**config.mk**
```make
export PLATFORM = sky130hd
export DESIGN_NAME = sample_pacer_flat
export DESIGN_NICKNAME = d
export VERILOG_FILES = /design/src/rtl/sample_pacer_pkg.sv /design/src/rtl/sample_pacer_if.sv /design/src/rtl/sample_pacer_fifo.sv /design/src/rtl/sample_pacer.sv /design/src/flat_wrapper.sv
export SDC_FILE = /design/constraint.sdc
export NUM_CORES = 2
export LEC_CHECK = 0
export CAP_MARGIN = 0
export CORE_MARGIN = 4
export CORE_UTILIZATION = 45
export DETAILED_ROUTE_END_ITERATION = 7
export GPL_ROUTABILITY_DRIVEN = 0
export HOLD_SLACK_MARGIN = 0.1
export PLACE_DENSITY = 0.62
export SKIP_CTS_REPAIR_TIMING = 1
export SYNTH_ARGS = -nofsm -noshare
export SYNTH_HDL_FRONTEND = slang
export SYNTH_SLANG_ARGS = --single-unit
```
**constraint.sdc**
```tcl
create_clock -name ipClk -period 6.2 [get_ports ipClk]
set_clock_uncertainty 0.1 [all_clocks]
set_input_delay 1.24 -clock ipClk [delete_from_list [all_inputs] [get_ports ipClk]]
set_output_delay 1.24 -clock ipClk [all_outputs]
set_load 0.01 [all_outputs]
```
**src/rtl/sample_pacer_pkg.sv**
```systemverilog
// Shared types and helpers for the sample pacer: playback states, the status and
// control register fields it exposes, and a saturating counter increment.
package sample_pacer_pkg;

    localparam int DEF_DATA_WIDTH = 16;
    localparam int DEF_DEPTH_LOG2 = 8;
    localparam int DEF_DIV_WIDTH  = 16;
    localparam int COUNTER_WIDTH  = 16;

    typedef enum logic [1:0] {
        IDLE    = 2'd0,
        PRIMING = 2'd1,
        RUNNING = 2'd2
    } PACER_STATE;

    // Read-side status, packed for inclusion in RD_REGISTERS.
    typedef struct packed {
        logic [DEF_DEPTH_LOG2:0]    FillLevel;
        logic [COUNTER_WIDTH-1:0]   UnderrunCount;
        logic [COUNTER_WIDTH-1:0]   OverflowCount;
    } PACER_STATUS;

    // Control fields carried in WR_REGISTERS.
    typedef struct packed {
        logic                       Enable;
        logic                       Flush;
        logic [DEF_DIV_WIDTH-1:0]   RateDiv;
    } PACER_CONTROL;

    function automatic logic [COUNTER_WIDTH-1:0] satIncrement(input logic [COUNTER_WIDTH-1:0] value);
        if (value == {COUNTER_WIDTH{1'b1}}) begin
            return value;
        end else begin
            return value + COUNTER_WIDTH'(1);
        end
    endfunction

endpackage

```
**src/rtl/sample_pacer_if.sv**
```systemverilog
// Sample stream from the UART streamer into the pacer: data/valid forward, ready back.
interface sample_pacer_if #(
    parameter int DATA_WIDTH = 16
);
    logic [DATA_WIDTH-1:0]  ipSample;
    logic                   ipValid;
    logic                   opReady;

    modport master (output ipSample, output ipValid, input opReady);
    modport slave  (input ipSample, input ipValid, output opReady);
endinterface

```
**src/rtl/sample_pacer_fifo.sv**
```systemverilog
// Synchronous sample FIFO with flush; full/empty come from an extra-bit occupancy count
// so a full buffer reports 2**DEPTH_LOG2. Head read is combinational from the array.
module sample_fifo #(
    parameter int DATA_WIDTH = 16,
    parameter int DEPTH_LOG2 = 8,
    parameter int HEAD_WIDTH = 8
) (
    input  logic                    ipClk,
    input  logic                    ipReset,
    input  logic                    flush,
    input  logic                    write,
    input  logic [DATA_WIDTH-1:0]   writeData,
    input  logic                    pop,
    output logic [HEAD_WIDTH-1:0]   headData,
    output logic [DEPTH_LOG2:0]     count,
    output logic                    full,
    output logic                    empty
);
    localparam int DEPTH = 2 ** DEPTH_LOG2;
    localparam logic [DEPTH_LOG2:0]   FULL_COUNT = (DEPTH_LOG2 + 1)'(DEPTH);
    localparam logic [DEPTH_LOG2:0]   CNT_ONE    = (DEPTH_LOG2 + 1)'(1);
    localparam logic [DEPTH_LOG2-1:0] PTR_ONE    = DEPTH_LOG2'(1);

    logic [DATA_WIDTH-1:0]  mem_r [DEPTH];
    logic [DEPTH_LOG2-1:0]  wrPtr_r;
    logic [DEPTH_LOG2-1:0]  rdPtr_r;
    logic [DEPTH_LOG2:0]    count_r;
    logic                   doWrite_s;
    logic                   doPop_s;

    // A full FIFO refuses the write even when a pop frees a slot in the same cycle.
    assign full      = (count_r == FULL_COUNT);
    assign empty     = (count_r == {(DEPTH_LOG2 + 1){1'b0}});
    assign doWrite_s = write && !full && !flush;
    assign doPop_s   = pop && !empty && !flush;
    assign count     = count_r;
    assign headData  = mem_r[rdPtr_r][DATA_WIDTH-1 -: HEAD_WIDTH];

    // Pointer and occupancy tracking; flush and reset both return to empty.
    always_ff @(posedge ipClk) begin
        if (ipReset || flush) begin
            wrPtr_r <= {DEPTH_LOG2{1'b0}};
            rdPtr_r <= {DEPTH_LOG2{1'b0}};
            count_r <= {(DEPTH_LOG2 + 1){1'b0}};
        end else begin
            if (doWrite_s) begin
                wrPtr_r <= wrPtr_r + PTR_ONE;
            end
            if (doPop_s) begin
                rdPtr_r <= rdPtr_r + PTR_ONE;
            end
            case ({doWrite_s, doPop_s})
                2'b10:   count_r <= count_r + CNT_ONE;
                2'b01:   count_r <= count_r - CNT_ONE;
                default: count_r <= count_r;
            endcase
        end
    end

    // Sample storage write port.
    always_ff @(posedge ipClk) begin
        if (doWrite_s) begin
            mem_r[wrPtr_r] <= writeData;
        end
    end

endmodule

```
**src/rtl/sample_pacer.sv**
```systemverilog
// Paces buffered signed audio samples out as offset-binary PWM duty values at a
// programmable rate, with priming, underrun/overflow accounting and flush.
module sample_pacer
    import sample_pacer_pkg::*;
#(
    parameter int DATA_WIDTH  = 16,
    parameter int DEPTH_LOG2  = 8,
    parameter int PRIME_LEVEL = 128,
    parameter int DIV_WIDTH   = 16,
    parameter int DUTY_WIDTH  = 8
) (
    input  logic                    ipClk,
    input  logic                    ipReset,
    sample_pacer_if.slave           stream,
    input  logic                    ipEnable,
    input  logic                    ipFlush,
    input  logic [DIV_WIDTH-1:0]    ipRateDiv,
    output logic [DUTY_WIDTH-1:0]   opDutyCycle,
    output logic                    opDutyStrobe,
    output logic [DEPTH_LOG2:0]     opFillLevel,
    output logic [15:0]             opUnderrunCount,
    output logic [15:0]             opOverflowCount
);
    localparam logic [DUTY_WIDTH-1:0] DUTY_MID    = {1'b1, {(DUTY_WIDTH - 1){1'b0}}};
    localparam logic [DEPTH_LOG2:0]   PRIME_COUNT = (DEPTH_LOG2 + 1)'(PRIME_LEVEL);
    localparam logic [DIV_WIDTH-1:0]  DIV_ONE     = DIV_WIDTH'(1);

    PACER_STATE             state_r;
    PACER_STATE             stateNext_s;
    logic [DIV_WIDTH-1:0]   rateCnt_r;
    logic [DIV_WIDTH-1:0]   rateCntNext_s;
    logic                   tick_s;
    logic                   popReq_s;
    logic                   underrun_s;
    logic                   overflow_s;
    logic [DUTY_WIDTH-1:0]  headData_s;
    logic [DEPTH_LOG2:0]    count_s;
    logic                   full_s;
    logic                   empty_s;
    logic [DUTY_WIDTH-1:0]  dutyNext_s;
    logic                   strobeNext_s;
    logic [DUTY_WIDTH-1:0]  duty_r;
    logic                   strobe_r;
    logic [15:0]            underrunCnt_r;
    logic [15:0]            overflowCnt_r;

    sample_fifo #(
        .DATA_WIDTH (DATA_WIDTH),
        .DEPTH_LOG2 (DEPTH_LOG2),
        .HEAD_WIDTH (DUTY_WIDTH)
    ) u_fifo (
        .ipClk      (ipClk),
        .ipReset    (ipReset),
        .flush      (ipFlush),
        .write      (stream.ipValid),
        .writeData  (stream.ipSample),
        .pop        (popReq_s),
        .headData   (headData_s),
        .count      (count_s),
        .full       (full_s),
        .empty      (empty_s)
    );

    assign popReq_s        = tick_s && !empty_s;
    assign underrun_s      = tick_s && empty_s;
    assign overflow_s      = stream.ipValid && full_s;
    assign stream.opReady  = !full_s;
    assign opFillLevel     = count_s;
    assign opDutyCycle     = duty_r;
    assign opDutyStrobe    = strobe_r;
    assign opUnderrunCount = underrunCnt_r;
    assign opOverflowCount = overflowCnt_r;

    // Playback state and rate divider; the divider only runs while RUNNING.
    always_comb begin
        stateNext_s   = state_r;
        rateCntNext_s = ipRateDiv;
        tick_s        = 1'b0;
        case (state_r)
            IDLE: begin
                if (ipEnable) begin
                    stateNext_s = PRIMING;
                end else begin
                    stateNext_s = IDLE;
                end
            end
            PRIMING: begin
                if (!ipEnable) begin
                    stateNext_s = IDLE;
                end else if (!ipFlush && (count_s >= PRIME_COUNT)) begin
                    stateNext_s = RUNNING;
                end else begin
                    stateNext_s = PRIMING;
                end
            end
            RUNNING: begin
                if (!ipEnable) begin
                    stateNext_s = IDLE;
                end else if (ipFlush) begin
                    stateNext_s = PRIMING;
                end else if (rateCnt_r == {DIV_WIDTH{1'b0}}) begin
                    // Tick: an empty FIFO here is an underrun and forces re-priming.
                    tick_s      = 1'b1;
                    stateNext_s = empty_s ? PRIMING : RUNNING;
                end else begin
                    rateCntNext_s = rateCnt_r - DIV_ONE;
                    stateNext_s   = RUNNING;
                end
            end
            default: begin
                stateNext_s = IDLE;
            end
        endcase
    end

    // Duty update: mid-scale whenever playback is not continuing, new sample on a pop.
    always_comb begin
        dutyNext_s   = duty_r;
        strobeNext_s = 1'b0;
        if (stateNext_s != RUNNING) begin
            dutyNext_s   = DUTY_MID;
            strobeNext_s = 1'b0;
        end else if (popReq_s) begin
            dutyNext_s   = {~headData_s[DUTY_WIDTH-1], headData_s[DUTY_WIDTH-2:0]};
            strobeNext_s = 1'b1;
        end else begin
            dutyNext_s   = duty_r;
            strobeNext_s = 1'b0;
        end
    end

    // State register and rate counter.
    always_ff @(posedge ipClk) begin
        if (ipReset) begin
            state_r   <= IDLE;
            rateCnt_r <= ipRateDiv;
        end else begin
            state_r   <= stateNext_s;
            rateCnt_r <= rateCntNext_s;
        end
    end

    // Registered duty output and saturating status counters.
    always_ff @(posedge ipClk) begin
        if (ipReset) begin
            duty_r        <= DUTY_MID;
            strobe_r      <= 1'b0;
            underrunCnt_r <= 16'h0000;
            overflowCnt_r <= 16'h0000;
        end else begin
            duty_r        <= dutyNext_s;
            strobe_r      <= strobeNext_s;
            underrunCnt_r <= underrun_s ? satIncrement(underrunCnt_r) : underrunCnt_r;
            overflowCnt_r <= overflow_s ? satIncrement(overflowCnt_r) : overflowCnt_r;
        end
    end

endmodule

```
**src/flat_wrapper.sv**
```systemverilog
// flat-port wrapper written by rule: the top's interface ports become plain ports
module sample_pacer_flat import sample_pacer_pkg::*;
#(
    parameter int DATA_WIDTH  = 16,
    parameter int DEPTH_LOG2  = 8,
    parameter int PRIME_LEVEL = 128,
    parameter int DIV_WIDTH   = 16,
    parameter int DUTY_WIDTH  = 8
)
  (ipClk, ipReset, ipEnable, ipFlush, ipRateDiv, opDutyCycle, opDutyStrobe, opFillLevel, opUnderrunCount, opOverflowCount, stream_ipSample, stream_ipValid, stream_opReady);
  sample_pacer_if #(.DATA_WIDTH(DATA_WIDTH)) stream_i ();
  input  logic ipClk;
  input  logic ipReset;
  input  logic ipEnable;
  input  logic ipFlush;
  input  logic [DIV_WIDTH-1:0] ipRateDiv;
  output logic [DUTY_WIDTH-1:0] opDutyCycle;
  output logic opDutyStrobe;
  output logic [DEPTH_LOG2:0] opFillLevel;
  output logic [15:0] opUnderrunCount;
  output logic [15:0] opOverflowCount;
  input wire logic [$bits(stream_i.ipSample)-1:0] stream_ipSample;
  input wire logic [$bits(stream_i.ipValid)-1:0] stream_ipValid;
  output wire logic [$bits(stream_i.opReady)-1:0] stream_opReady;
  assign stream_i.ipSample = stream_ipSample;
  assign stream_i.ipValid = stream_ipValid;
  assign stream_opReady = stream_i.opReady;
  sample_pacer #(.DATA_WIDTH(DATA_WIDTH), .DEPTH_LOG2(DEPTH_LOG2), .PRIME_LEVEL(PRIME_LEVEL), .DIV_WIDTH(DIV_WIDTH), .DUTY_WIDTH(DUTY_WIDTH)) u_core (.ipClk(ipClk), .ipReset(ipReset), .stream(stream_i), .ipEnable(ipEnable), .ipFlush(ipFlush), .ipRateDiv(ipRateDiv), .opDutyCycle(opDutyCycle), .opDutyStrobe(opDutyStrobe), .opFillLevel(opFillLevel), .opUnderrunCount(opUnderrunCount), .opOverflowCount(opOverflowCount));
endmodule
```
==> impl_metrics.py <==
metrics = {
    "die": {
        "fp-row-count": 158,
        "pin_count": 88,
        "coreArea_um2": 185000,
        "dieHeight_um": 440,
        "die_area_um2": 193000,
        "start_util_pct": 45.3,
        "die_w_um": 440,
    },
    "logic_synthesis": {
        "ys_async_sr_fraction_pct": 0,
        "syn_area_per_cell_um2": 19.6,
        "syn-cell-area_um2": 83900,
        "synth_edf_count": 2048,
        "syn-num-nets": 4330,
        "yosysUniqueCellTypes": 69,
        "ys_seq_area_share_pct": 75.5,
        "synthTopCellsByArea": "edfxtp_1, mux4_2, mux2i_1, dfxtp_1, nor2_1",
        "synthCells": 4281,
        "yosys.area.top_type": "edfxtp_1",
        "ys_warn_count": 0,
        "synth.top_cell.area_share_pct": 73.3,
        "ys_ff_latch": 2140,
        "synth_flop_cell": "edfxtp_1",
    },
    "route": {
        "dr.first_iter.drc_count": 4626,
        "drc": 0,
        "antenna_left": 0,
        "wl_per_cell_um": 29.0,
        "vias": 42093,
        "first_pass_iters": 6,
        "routed_wl_um": 205000,
        "avgViaCountPerCell": 5.94,
    },
    "placement": {
        "port-buffer-count": 79,
        "place_inst": 6692,
        "dp_hpwl_um": 124000,
    },
    "job": {
        "cap_violations": 0,
    },
    "critical_path": {
        "end_kind": "flop",
        "max_stage_delay_ps": 830,
        "worstSetupStartpoint": "stream_ipValid",
        "crit_family": "simple AND/OR/NAND/NOR gates",
        "reg2reg_depth": 13,
        "rr_endpoint": "u_core.u_fifo.count[6]",
        "path_cells": "clkdlybuf4s50_1, inv_1, a311oi_1, and2_1, nand2_1, buf_4, nor2_1",
        "cp.arrival_ps": 4890,
        "path_buf_inv": 3,
        "r2r_slack_ps": 1740,
        "cp_max_fo": 12,
        "cp-endpoint": "u_core.u_fifo.mem_r[215][15]",
        "startpoint_type": "input port",
        "crit_required_ps": 6570,
        "r2r_start": "u_core.rateCnt_r[9]",
        "critical_path_class": "input port to flop",
        "cp.depth": 7,
        "critPathSlowestCell": "nand2_1",
    },
    "grt": {
        "grt_pass1_wl_um": 298000,
        "gr-usage-met1_pct": 30.6,
        "grt_antenna_before_repair": 4,
        "grt_start_max_net_pins": 185,
        "grt_pass1_vias": 41850,
        "globalRouteMet2Util_pct": 33.4,
        "grt_use_total_pct": 21.2,
        "grt_overflow": 0,
        "use_met3_pct": 3.59,
        "busiest_layer": "met2",
    },
    "power": {
        "switching_power_uw": 5730,
        "finalPower_uw": 29100,
        "sequentialPowerShare_pct": 54.5,
        "clock_power_share_pct": 44.4,
        "netSwitchingFraction_pct": 19.7,
        "pwr-share-comb_pct": 1.1,
        "power.leakage_uw": 0.0281,
        "p_int_uw": 23300,
        "powerDensity_nw_per_um2": 308,
        "max-vdd-ir-drop_v": 0.000240,
    },
    "sta": {
        "whs_ps": 357,
        "hold_viol_final": 0,
        "worst_slew_pin_slew_ps": 1320,
        "tns_ps": 0,
        "slew_violations": 0,
        "rsz0062_at_grt": "false",
        "min_period_ps": 4520,
        "relSlewSlack_pct": 11.7,
        "fmax_mhz": 221,
        "finalSetupViolations": 0,
        "min_period_over_period_pct": 72.9,
    },
    "cells_and_area": {
        "areaGrowthSynthToFinish_pct": 12.6,
        "final_net_count": 4471,
        "num-fill-cells": 14813,
        "post_layout_nonfiller_instances": 7084,
        "drive_gt1_share_pct": 19.7,
        "num_antenna_cells": 0,
        "final_util_pct": 50.9,
    },
    "clocking": {
        "cts_buffer_depth": 3,
        "cts_tree": "done",
        "clock-sinks": 2140,
        "clkSlewWorstSetupHoldPaths_ps": 60,
        "insertion_delay_ps": 850,
        "clock-root-buffer": "clkbuf_16",
        "cts_htree_levels": 4,
        "numCtsBuffers": 208,
    },
    "min_path": {
        "hold_class": "flop to flop",
    },
    "status": {
        "outcome": "finished clean",
    },
}
-- registers in the layout, summed over array words and instances, names as in the netlist, named ones only --
name                    flops
u_core.opDutyCycle          8
u_core.opDutyStrobe         1
u_core.opOverflowCount     16
u_core.opUnderrunCount     16
u_core.rateCnt_r           16
u_core.state_r              2
u_core.u_fifo.count         9
u_core.u_fifo.mem_r      2048
u_core.u_fifo.rdPtr_r       8
u_core.u_fifo.wrPtr_r       8
-- kinds of logic (layout without fill, tap and decap cells) --
kind of cell,after synthesis,count (layout),synth area share (%)
flip-flops,2140,2140,75.5
AO/OA/AOI/OAI,399,399,3.33
multiplexers,719,719,15.2
buffers and inverters,265,588,1.67
adder cells (fa/ha/maj),12,12,0.179
XOR/XNOR,58,58,0.605
AND/OR/NAND/NOR,688,688,3.57
-- through the flow --
stage                     cell area, um^2  worst slack (ps)
after CTS                           94500              1760
after detailed placement            87500               851
final                               94500              1680
after global routing                94500              1360
after global placement              87500               905
after floorplan                     83900              1230
-- layout by cell type (no fill, tap or decap), drive strengths merged, types with 29 or more instances in the layout --
cell           netlist  layout
edfxtp            2048    2048
nor2               373     373
buf                118     104
nand3               37      37
o22ai               31      31
o221ai              55      55
o21ai               55      55
dfxtp               92      92
clkdlybuf4s50        0      71
xnor2               30      30
bufinv               0      29
mux2i              257     257
nand2              137     137
a21oi              103     103
clkbuf             129     254
mux4               441     441
a221oi              41      41
clkinv               1      99
-- per-layer routing --
metal / wire, um / part of all wire (%)
met4: 5950 / 2.9
met2: 97900 / 48
met5: 0 / 0
met3: 15100 / 7.4
met1: 86200 / 42
-- how the worst min path moves through the flow --
stage	slack, ps	to	startpoint	cells past startpoint
after detailed placement	350	u_core.state_r[0]	u_core.state_r[0]	1
final	360	u_core.state_r[0]	u_core.state_r[0]	1
after floorplan	320	u_core.state_r[0]	u_core.state_r[0]	1
after global routing	370	u_core.state_r[0]	u_core.state_r[0]	1
after CTS	360	u_core.state_r[0]	u_core.state_r[0]	1
after global placement	340	u_core.state_r[0]	u_core.state_r[0]	1
-- power by group through the flow --
stage / sequential [uW] / clock, uW / combinational, uW
2_1_floorplan: 16100 / 0 / 36.3
3_3_place_gp: 16100 / 0 / 309
3_5_place_dp: 16100 / 0 / 326
4_1_cts: 15800 / 13100 / 325
5_1_grt: 15800 / 13700 / 345
6_report: 15800 / 12900 / 318
-- cell usage after synthesis, types with 28 or more instances --
library cell and instances:
mux2i_1 257, xor2_1 28, buf_4 30, dfxtp_1 92, a221oi_1 41, xnor2_1 30
nor2_1 373, a21oi_1 103, clkbuf_1 129, buf_6 29, nand2_1 137, o21ai_0 55
edfxtp_1 2048, o221ai_1 55, buf_2 34, mux4_2 441, nand3_1 37, o22ai_1 31
-- cell type report --
class	count	area (um^2)	share of cell area, %
Timing Repair Buffer	178	1720	1.82
Clock inverter	141	1580	1.67
Tap cell	2480	3100	3.28
Multi-Input combinational cell	1876	19200	20.4
Sequential cell	2140	63400	67.1
Inverter	18	71.3	0.0755
Clock buffer	251	5400	5.71
Power figures use the tool's default switching activity.
